File: src/rtl/pipe_stage_reg.sv
// Pipeline stage register with stall / flush / bubble control, a sticky
// stall timeout flag and optional bubble/stall performance counters.
// Optional feature macro: PIPE_STAGE_PERF_CNT_EN (enables bubble_cnt / stall_cnt).
module pipe_stage_reg #(
    parameter int unsigned DATA_W      = 32,
    parameter int unsigned CTRL_W      = 8,
    parameter int unsigned STALL_LIMIT = 64,
    parameter int unsigned CNT_W       = 16
) (
    input  logic              clk,
    input  logic              rst_n,
    input  logic              stall,
    input  logic              flush,
    input  logic              bubble,
    input  logic              in_valid,
    input  logic [CTRL_W-1:0] ctrl_in,
    input  logic [DATA_W-1:0] data_in,
    output logic              out_valid,
    output logic [CTRL_W-1:0] ctrl_out,
    output logic [DATA_W-1:0] data_out,
    output logic              stall_timeout,
    output logic [CNT_W-1:0]  bubble_cnt,
    output logic [CNT_W-1:0]  stall_cnt
);

    localparam int unsigned RUN_W = $clog2(STALL_LIMIT + 1);
    localparam logic [RUN_W-1:0] RUN_MAX = RUN_W'(STALL_LIMIT);

    logic              valid_q, valid_d;
    logic [CTRL_W-1:0] ctrl_q, ctrl_d;
    logic [DATA_W-1:0] data_q, data_d;
    logic [RUN_W-1:0]  run_q, run_d;
    logic              timeout_q, timeout_d;

    // Stage payload next-state: flush > stall > bubble > load
    always_comb begin
        valid_d = valid_q;
        ctrl_d  = ctrl_q;
        data_d  = data_q;
        if (flush) begin
            valid_d = 1'b0;
            ctrl_d  = '0;
        end else if (!stall) begin
            if (bubble) begin
                valid_d = 1'b0;
                ctrl_d  = '0;
                data_d  = data_in;
            end else begin
                valid_d = in_valid;
                ctrl_d  = in_valid ? ctrl_in : '0;
                data_d  = data_in;
            end
        end
    end

    // Saturating stall-run counter and sticky timeout, both cleared by flush
    always_comb begin
        run_d     = '0;
        timeout_d = timeout_q;
        if (flush) begin
            timeout_d = 1'b0;
        end else if (stall) begin
            run_d = (run_q == RUN_MAX) ? run_q : run_q + RUN_W'(1);
            if (run_d == RUN_MAX) begin
                timeout_d = 1'b1;
            end
        end
    end

    // Stage and stall-tracking state
    always_ff @(posedge clk or negedge rst_n) begin
        if (!rst_n) begin
            valid_q   <= 1'b0;
            ctrl_q    <= '0;
            data_q    <= '0;
            run_q     <= '0;
            timeout_q <= 1'b0;
        end else begin
            valid_q   <= valid_d;
            ctrl_q    <= ctrl_d;
            data_q    <= data_d;
            run_q     <= run_d;
            timeout_q <= timeout_d;
        end
    end

    assign out_valid     = valid_q;
    assign ctrl_out      = ctrl_q;
    assign data_out      = data_q;
    assign stall_timeout = timeout_q;

`ifdef PIPE_STAGE_PERF_CNT_EN
    logic [CNT_W-1:0] bub_cnt_q, bub_cnt_d;
    logic [CNT_W-1:0] stl_cnt_q, stl_cnt_d;

    // Saturating counters; flush+stall counts only as a flush
    always_comb begin
        bub_cnt_d = bub_cnt_q;
        stl_cnt_d = stl_cnt_q;
        if ((flush || (bubble && !stall)) && (bub_cnt_q != '1)) begin
            bub_cnt_d = bub_cnt_q + CNT_W'(1);
        end
        if (stall && !flush && (stl_cnt_q != '1)) begin
            stl_cnt_d = stl_cnt_q + CNT_W'(1);
        end
    end

    // Performance counter registers
    always_ff @(posedge clk or negedge rst_n) begin
        if (!rst_n) begin
            bub_cnt_q <= '0;
            stl_cnt_q <= '0;
        end else begin
            bub_cnt_q <= bub_cnt_d;
            stl_cnt_q <= stl_cnt_d;
        end
    end

    assign bubble_cnt = bub_cnt_q;
    assign stall_cnt  = stl_cnt_q;
`else
    assign bubble_cnt = '0;
    assign stall_cnt  = '0;
`endif

endmodule

File: config.mk
export PLATFORM = sky130hd
export DESIGN_NAME = pipe_stage_reg
export DESIGN_NICKNAME = d
export VERILOG_FILES = /design/src/rtl/pipe_stage_reg.sv
export SDC_FILE = /design/constraint.sdc
export NUM_CORES = 1
export LEC_CHECK = 0
export CAP_MARGIN = 20
export CORE_UTILIZATION = 39
export CTS_CLUSTER_DIAMETER = 60
export DETAILED_ROUTE_END_ITERATION = 16
export PLACE_DENSITY_LB_ADDON = 0.08
export REMOVE_ABC_BUFFERS = 1
export SETUP_SLACK_MARGIN = 0.5
export SKIP_LAST_GASP = 1
export SLEW_MARGIN = 20
export SYNTH_ARGS = -nofsm -noshare
export SYNTH_HDL_FRONTEND = slang
export SYNTH_SLANG_ARGS = --single-unit
File: constraint.sdc
create_clock -name clk -period 1.9 [get_ports clk]
set_input_delay 0.19 -clock clk [delete_from_list [all_inputs] [get_ports clk]]
set_output_delay 0.19 -clock clk [all_outputs]
set_load 0.1 [all_outputs]
# Yosys cells after proc, flatten, opt, wreduce, memory -nomap -nowiden

Cells that the tools add are included.
Widths: inputs -> output; s select.

Flip-flop bits (word level): 49
Logic and storage cells: 28
Output and inout port bits: 74

Reductions and logical operators: 4
Equal/unequal tests: 3
Multiplexer cells: 13
Add/sub/neg operators: 1
Bitwise gates (word level): 2

Operators by type and width:

| operator            | number |
|---|---|
| $mux 8              | 4 |
| $mux 7              | 3 |
| $eq 7x7->1 const B  | 2 |
| $add 7x1->7 const B | 1 |
| $mux 1              | 6 |
| $reduce_and 2->1    | 2 |
| $reduce_bool 2->1   | 2 |
| $ne 2x1->1 const B  | 1 |
| $not 1->1           | 2 |

# Longest topological paths before layout

Gate-level depths: netlist of run 1.

Depth after elaboration: 6
Mapped depth: 5
Mapped depth without buffers: 5

# Worst setup path before layout of run 1

OpenSTA, ideal clock, no wires.

Path type: register to register
From: reg stall_timeout (netlist name)
To: reg timeout_q (netlist: stall_timeout)
Path slack: 501 ps
Stages on the path, launching flop included: 4
Period minus slack after synthesis: 1399 ps
Library setup time: 87 ps
Data arrival time: 1312 ps
Path buffers: 0
Cell sequence: dfrtp_1 -> nand2b_1 -> o31a_1 -> a22oi_1

RTL lines:

| item                 | line | source |
|---|---|---|
| to (signal assigned) | 83   | `timeout_q <= timeout_d;` |
| to (decl)            | 33   | `logic timeout_q, timeout_d;` |

# Worst setup path after layout of run 1

From: reg run_q[0]
To: reg timeout_q (netlist: stall_timeout)

Cells in the longest elaborated chain, start to end: 5
Elaborated cells between the ends (all ways): 6
Classes of those cells: add/sub (1); eq/ne (2); mux (1); reduce/logical (2)

Ends and longest elaborated chain:

| item                                             | line | source |
|---|---|---|
| from (decl)                                      | 32   | `logic [RUN_W-1:0] run_q, run_d;` |
| from (signal assigned)                           | 82   | `run_q <= run_d;` |
| $add 7x1->7 / $eq 7x7->1 (equally long branches) | 63   | `run_d = (run_q == RUN_MAX) ? run_q : run_q + RUN_W'(1);` |
| $mux 7 *                                         | 63   |  |
| $eq 7x7->1 *                                     | 64   | `if (run_d == RUN_MAX) begin` |
| $reduce_bool 2->1 (no source line) *             | n/a  |  |
| $reduce_and 2->1 (no source line) *              | n/a  |  |

Every way passes the cells marked *; elsewhere a longest branch is shown, timed or not.
A chain may end at the register's enable or synchronous reset.

==> impl_metrics.csv, run 1 <==
group,metric,value,unit
floorplanning,initial_core_util,40.8,%
synth,syn_inst,173,
placed_design,placed_cell_area,2980,um^2
pwr,net-switching-power,1.60,mW
clocking,clock_sinks,49,
pwr,switching_share,46.2,%
worst_setup_path,crit_slowest_cell,"dfrtp_2",
cells_and_area,final_cell_mix,"buf_4, dfrtp_1, clkdlybuf4s50_1",
pwr,p_int,1.86,mW
sta,period_minus_slack,1.33,ns
clocking,cts_tree,"yes",
clocking,root_buffer,"clkbuf_8",
pwr,vdd_ir_drop_max,0.518,mV
synth,ys.flop_type,"dfrtp_1",
floorplanning,die-width,78.1,um
cells_and_area,final_common_cell,"buf_4",
outcome,violations,"negative hold slack",
clocking,clockBufferDepth,2,
sta,fin_ws,0.573,ns
global_routing,antenna_found_initial,0,
sta,max_clock_freq,0.753,GHz
synth,synth_top_area_cell,"dfrtp_1",
cells_and_area,utilization,57.4,%
worst_setup_path,cp_top_family,"flip-flops",
pwr,p_clk_share,21.2,%
worst_setup_path,start_kind,"register",
global_routing,grt_pass1_wl,6930,um
floorplanning,core_area,5540,um^2
route,drt_iter0_markers,38,
floorplanning,rows,27,
worst_setup_path,crit_buf_inv,1,
outcome,status,"finished, violations left",
synth,synth.area.top_cells,"dfrtp_1, mux2_2, buf_4",
worst_setup_path,critPathMaxFanout,5,
cells_and_area,drive_gt1_share,39.6,%
cells_and_area,antennaDiodeCount,0,
route,ant_nets,0,
placed_design,place.gp.congestion,0.693,
pwr,p_per_area,1090,nW/um^2
cells_and_area,final_area,3180,um^2
route,route.detailed.drc,0,
synth,yosysSeqAreaShare,54.3,%
run,drv_cap,0,
global_routing,grt_use_total,14.8,%
cells_and_area,area_delta_synth_final,40.9,%
placed_design,dp_hpwl,3180,um
worst_setup_path,crit_path_cell_trace,"inv_1, ha_2, nand4_4, o31a_1, a22oi_1",
pwr,combPwrFrac,44.1,%
sta,final_max_slew_viol_count,0,
worst_setup_path,arrival,1.54,ns
route,totalWireLength,4430,um
sta,finalSetupViolations,0,
route,first_pass_iters,4,
synth,ys_seq_elements,49,
floorplanning,ios,120,
sta,worst_pin_slew,0.612,ns
synth,synth_cell_types,32,
worst_hold_path,hold_class,"in -> async",
route,vias,1540,
sta,fin_hold_ws,-0.0219,ns
route,wl_per_cell,12.9,um
worst_setup_path,crit_path_max_incr_delay,0.44,ns
sta,fin_skew,0.00580,ns
global_routing,first_global_vias,1387,
worst_setup_path,worst_setup_path_end_kind,"register",
placed_design,numPortBuffers,87,
clocking,clock_latency,0.30,ns
sta,relSlewSlack,59.2,%
pwr,p_leak,1.48,nW
worst_setup_path,crit_required,2.12,ns
synth,async_flop_share,100,%
synth,synth_area,2260,um^2
clocking,htreeDepth,2,
sta,grt_setup_unrepaired,"true",
floorplanning,die_h,78.1,um
clocking,clkTransAtPathRegs,0.09,ns
synth,synth_top_cell_area_share,54.3,%
worst_setup_path,crit_type,"reg -> reg",
pwr,p_seq_share,34.8,%
sta,hold_viol,40,
synth,synth_warnings,0,
global_routing,grt_max_degree,50,
sta,fin_crit_sh,69.9,%
cells_and_area,layout.nets,317,
floorplanning,fp.dieArea,6100,um^2
synth,syn_avg_cell_area,13.1,um^2
route,vias_per_cell,4.50,
pwr,finalPower,3.47,mW
placed_design,pre_cts_ws,0.249,ns
global_routing,overflow,0,
clocking,numCtsBuffers,5,
synth,synth_enable_flop_cells,0,
[metrics by stage]
| stage | hold slack (ns) | TNS, ns | cells |
|---|---|---|---|
| floorplan | -0.106 | -6.11 | 166 |
| global placement | 0.335 | 0 | 328 |
| detailed placement | 0.335 | 0 | 328 |
| CTS | 0.00630 | 0 | 338 |
| global route | 0.0182 | 0 | 342 |
| finish | -0.0219 | 0 | 342 |
[cell usage after synthesis (all sizes together) (2+ instances only)]
| cell type | number |
|---|---|
| a22o | 8 |
| buf | 38 |
| dfrtp | 49 |
| ha | 2 |
| inv | 2 |
| mux2 | 32 |
| nand2 | 4 |
| nand2b | 2 |
| nand3 | 3 |
| nand4 | 2 |
| nor2 | 9 |
| xnor2 | 3 |
| xor2 | 3 |
[power by group through the flow]
| stage | registers (mW) | logic (mW) | clock network, mW |
|---|---|---|---|
| after floorplan | 2.00 | 0.406 | 0 |
| after global routing | 1.22 | 1.56 | 0.830 |
| after detailed placement | 1.23 | 1.53 | 0 |
| final | 1.20 | 1.53 | 0.734 |
| after CTS | 1.21 | 1.53 | 0.757 |
| after global placement | 1.22 | 1.53 | 0 |
[flip-flops by register name (all words and copies together) (netlist names)]
signal / count
ctrl_out: 8
data_out: 32
out_valid: 1
run_q: 7
stall_timeout: 1
[area by class of cell]
cell class                 count  area (um^2)
timing repair buffer          96          843
clock buffer                   6         72.6
sequential                    49         1230
clock inverter                 2         38.8
inverter                       2         7.51
tap                           72         90.1
multi-input combinational    115          897
fill                         485         2360
[kinds of logic (layout without fill, tap and decap cells)]
family / count (synthesis) / in the layout / share of synthesized area (%)
XOR/XNOR: 6 / 6 / 2.33
AO/OA/AOI/OAI: 16 / 16 / 5.76
adder cells (fa/ha/maj): 2 / 2 / 1.11
multiplexers: 33 / 33 / 16.4
other: 1 / 32 / 0.166
flip-flops: 49 / 49 / 54.3
buffers and inverters: 40 / 106 / 12.7
AND/OR/NAND/NOR: 26 / 26 / 7.20
[worst reg2reg max path, delay by kind of cell, from the launching register on]
kind	cells	cell delay, ns
AO/OA/AOI/OAI	2	0.41
AND/OR/NAND/NOR	1	0.10
flip-flops	1	0.44
buffers and inverters	1	0.10
adder cells (fa/ha/maj)	1	0.20
[layer usage]
| metal | part of all wire [%] | wire length, um | up-vias | global-route usage, % |
|---|---|---|---|---|
| met4 | 0.70 | 31 | 0 | 2.78 |
| met3 | 7.5 | 333 | 5 | 5.00 |
| met1 | 46 | 2020 | 749 | 20.4 |
| met2 | 46 | 2040 | 67 | 22.6 |
| met5 | 0 | 0 | - | 0 |
| li1 | - | - | 719 | - |
[path summary, 6_finish.rpt]
| check | start | endpoint | slack [ns] | cells after the start |
|---|---|---|---|---|
| worst min-delay path | rst_n | data_out[21] | -0.02 | 2 |
| worst max register to register | run_q[0] | stall_timeout | 0.57 | 5 |
| worst min register to register | out_valid | out_valid | 0.48 | 1 |
| min in group clk | flush | run_q[4] | 0.42 | 3 |
| worst max-delay path | run_q[0] | stall_timeout | 0.57 | 5 |
| max in group asynchronous | rst_n | run_q[0] | 1.47 | 2 |
[timing repair]
item,4_1_cts,5_1_grt
pin swaps,0,4
setup endpoints to repair,2,2
resized for setup,4,10
setup buffers,2,4
hold buffers,0,0
Power figures use the tool's default switching activity.
==> run 2, diff against run 1 <==
CORE_UTILIZATION = 35   (was 39)
clock period = 1.2 ns   (was 1.9 ns; I/O delays follow)
==> impl_metrics.csv, run 2 (synthesized netlist as in run 1, its figures left out) <==
group,metric,value,unit
outcome,status,"finished, violations left",
outcome,violations,"negative setup slack",
cells_and_area,area_delta_synth_final,82.4,%
cells_and_area,layout.nets,345,
route,vias_per_cell,4.51,
sta,final_max_slew_viol_count,0,
sta,max_clock_freq,0.741,GHz
floorplanning,rows,28,
route,vias,1682,
cells_and_area,seqCellArea,1230,um^2
cells_and_area,final_cell_mix,"dfrtp_1, buf_12, clkdlybuf4s50_1",
cells_and_area,drive_gt1_share,47.7,%
floorplanning,die-width,82.3,um
global_routing,antenna_found_initial,0,
worst_setup_path,crit_required,1.38,ns
placed_design,place.gp.congestion,0.757,
placed_design,pre_cts_ws,-0.349,ns
placed_design,placed_cell_area,3630,um^2
pwr,finalPower,6.21,mW
route,wl_per_cell,14.4,um
worst_setup_path,critical_path.reg2reg.startpoint,"run_q[0]",
clocking,clockBufferDepth,2,
clocking,root_buffer,"clkbuf_8",
pwr,p_per_area,1510,nW/um^2
pwr,p_leak,1.87,nW
sta,finalSetupViolations,4,
sta,period_minus_slack,1.35,ns
worst_setup_path,crit_type,"reg -> reg",
global_routing,grt_max_degree,50,
floorplanning,ios,120,
cells_and_area,multiInputGateArea,980,um^2
cells_and_area,antennaDiodeCount,0,
clocking,clock_latency,0.30,ns
sta,fin_crit_sh,112,%
sta,fin_skew,0.00709,ns
placed_design,dp_hpwl,3550,um
clocking,htreeDepth,2,
sta,hold_viol,0,
sta,fin_ws,-0.149,ns
cells_and_area,final_area,4120,um^2
route,ant_nets,0,
placed_design,numPortBuffers,87,
global_routing,grt_use_total,16.3,%
floorplanning,core_area,6060,um^2
route,totalWireLength,5350,um
route,route.detailed.drc,0,
pwr,p_seq_share,32.3,%
clocking,cts_tree,"yes",
clocking,clock_sinks,49,
global_routing,grt_pass1_wl,8160,um
route,drt_iter0_markers,33,
clocking,numCtsBuffers,5,
global_routing,first_global_vias,1607,
worst_setup_path,worst_setup_path_end_kind,"register",
worst_setup_path,r2r_cells,5,
worst_setup_path,arrival,1.53,ns
pwr,net-switching-power,2.70,mW
worst_hold_path,hold_class,"in -> reg",
worst_setup_path,critPathMaxFanout,3,
pwr,p_clk_share,19.1,%
worst_setup_path,start_kind,"register",
pwr,combPwrFrac,48.6,%
floorplanning,fp.dieArea,6780,um^2
worst_setup_path,startpoint,"run_q[0]",
worst_setup_path,timing.rr.end,"stall_timeout",
floorplanning,initial_core_util,37.3,%
global_routing,overflow,0,
floorplanning,die_h,82.3,um
worst_setup_path,crit_end,"stall_timeout",
cells_and_area,largest_reg_flops,32,
clocking,clkTransAtPathRegs,0.10,ns
route,first_pass_iters,2,
worst_setup_path,reg2reg_slack,-0.15,ns
cells_and_area,fill_cells,455,
pwr,switching_share,43.4,%
pwr,vdd_ir_drop_max,0.909,mV
pwr,p_int,3.51,mW
sta,grt_setup_unrepaired,"true",
run,drv_cap,0,
==> run 2: repair_timing <==
item	in CTS	in global routing
pin swaps	9	12
gates cloned	3	0
setup endpoints to repair	91	91
resized for setup	37	26
hold buffers	1	0
hold endpoints to repair	49	0
setup buffers	8	8
==> run 2: worst max-delay path, stage by stage, from the launching register on <==
cell      delay (ns)
dfrtp_2         0.43
ha_4            0.17
nand2_4         0.06
o211a_1         0.24
o211ai_1        0.22
a22oi_1         0.12
==> run 2: cell type report <==
class,instances,area share [%]
clock buffers,5,1.67
clock inverters,3,1.06
inverters,2,0.182
multi-input cells,115,23.8
flip-flops and latches,49,29.9
well taps,75,2.28
repair buffers,124,41.1
==> run 2: per-layer routing <==
layer / GRT usage, % / wire [um] / up-vias
met5: 0 / 0 / -
met4: 4.74 / 53 / 0
met3: 4.95 / 483 / 8
met2: 25.6 / 2560 / 82
met1: 21.6 / 2260 / 814
li1: - / - / 778
==> run 2: worst min path at each step <==
stage | cells past startpoint | slack, ns | to | from
finish | 4 | 0.23 | run_q[4] | flush
global route | 4 | 0.24 | run_q[4] | flush
CTS | 4 | 0.21 | run_q[4] | flush
detailed placement | 2 | 0.13 | data_out[20] | rst_n
global placement | 2 | 0.13 | data_out[18] | rst_n
floorplan | 0 | -0.18 | ctrl_out[0] | rst_n
==> run 2: through the flow <==
step	util [%]	hold slack [ns]	cells	TNS [ns]
CTS	65.2	0.209	365	-0.245
floorplan	-	-0.176	166	-26.78
global placement	60.0	0.134	345	-12.85
finish	68.0	0.232	373	-0.304
detailed placement	60.0	0.128	345	-13.93
global route	68.0	0.242	373	-0.595
==> run 2: power by group through the flow <==
stage | logic [mW] | registers [mW] | clock network [mW]
after floorplan | 0.643 | 3.17 | 0
after global placement | 2.87 | 2.02 | 0
after detailed placement | 2.88 | 2.03 | 0
after CTS | 2.96 | 2.00 | 1.23
after global routing | 3.11 | 2.03 | 1.29
final | 3.02 | 2.01 | 1.19
==> run 3, diff against run 2 <==
CAP_MARGIN = not set   (was 20)
==> results of run 3 <==
Same layout as run 2: the final DEF is identical, and so are final timing and power.
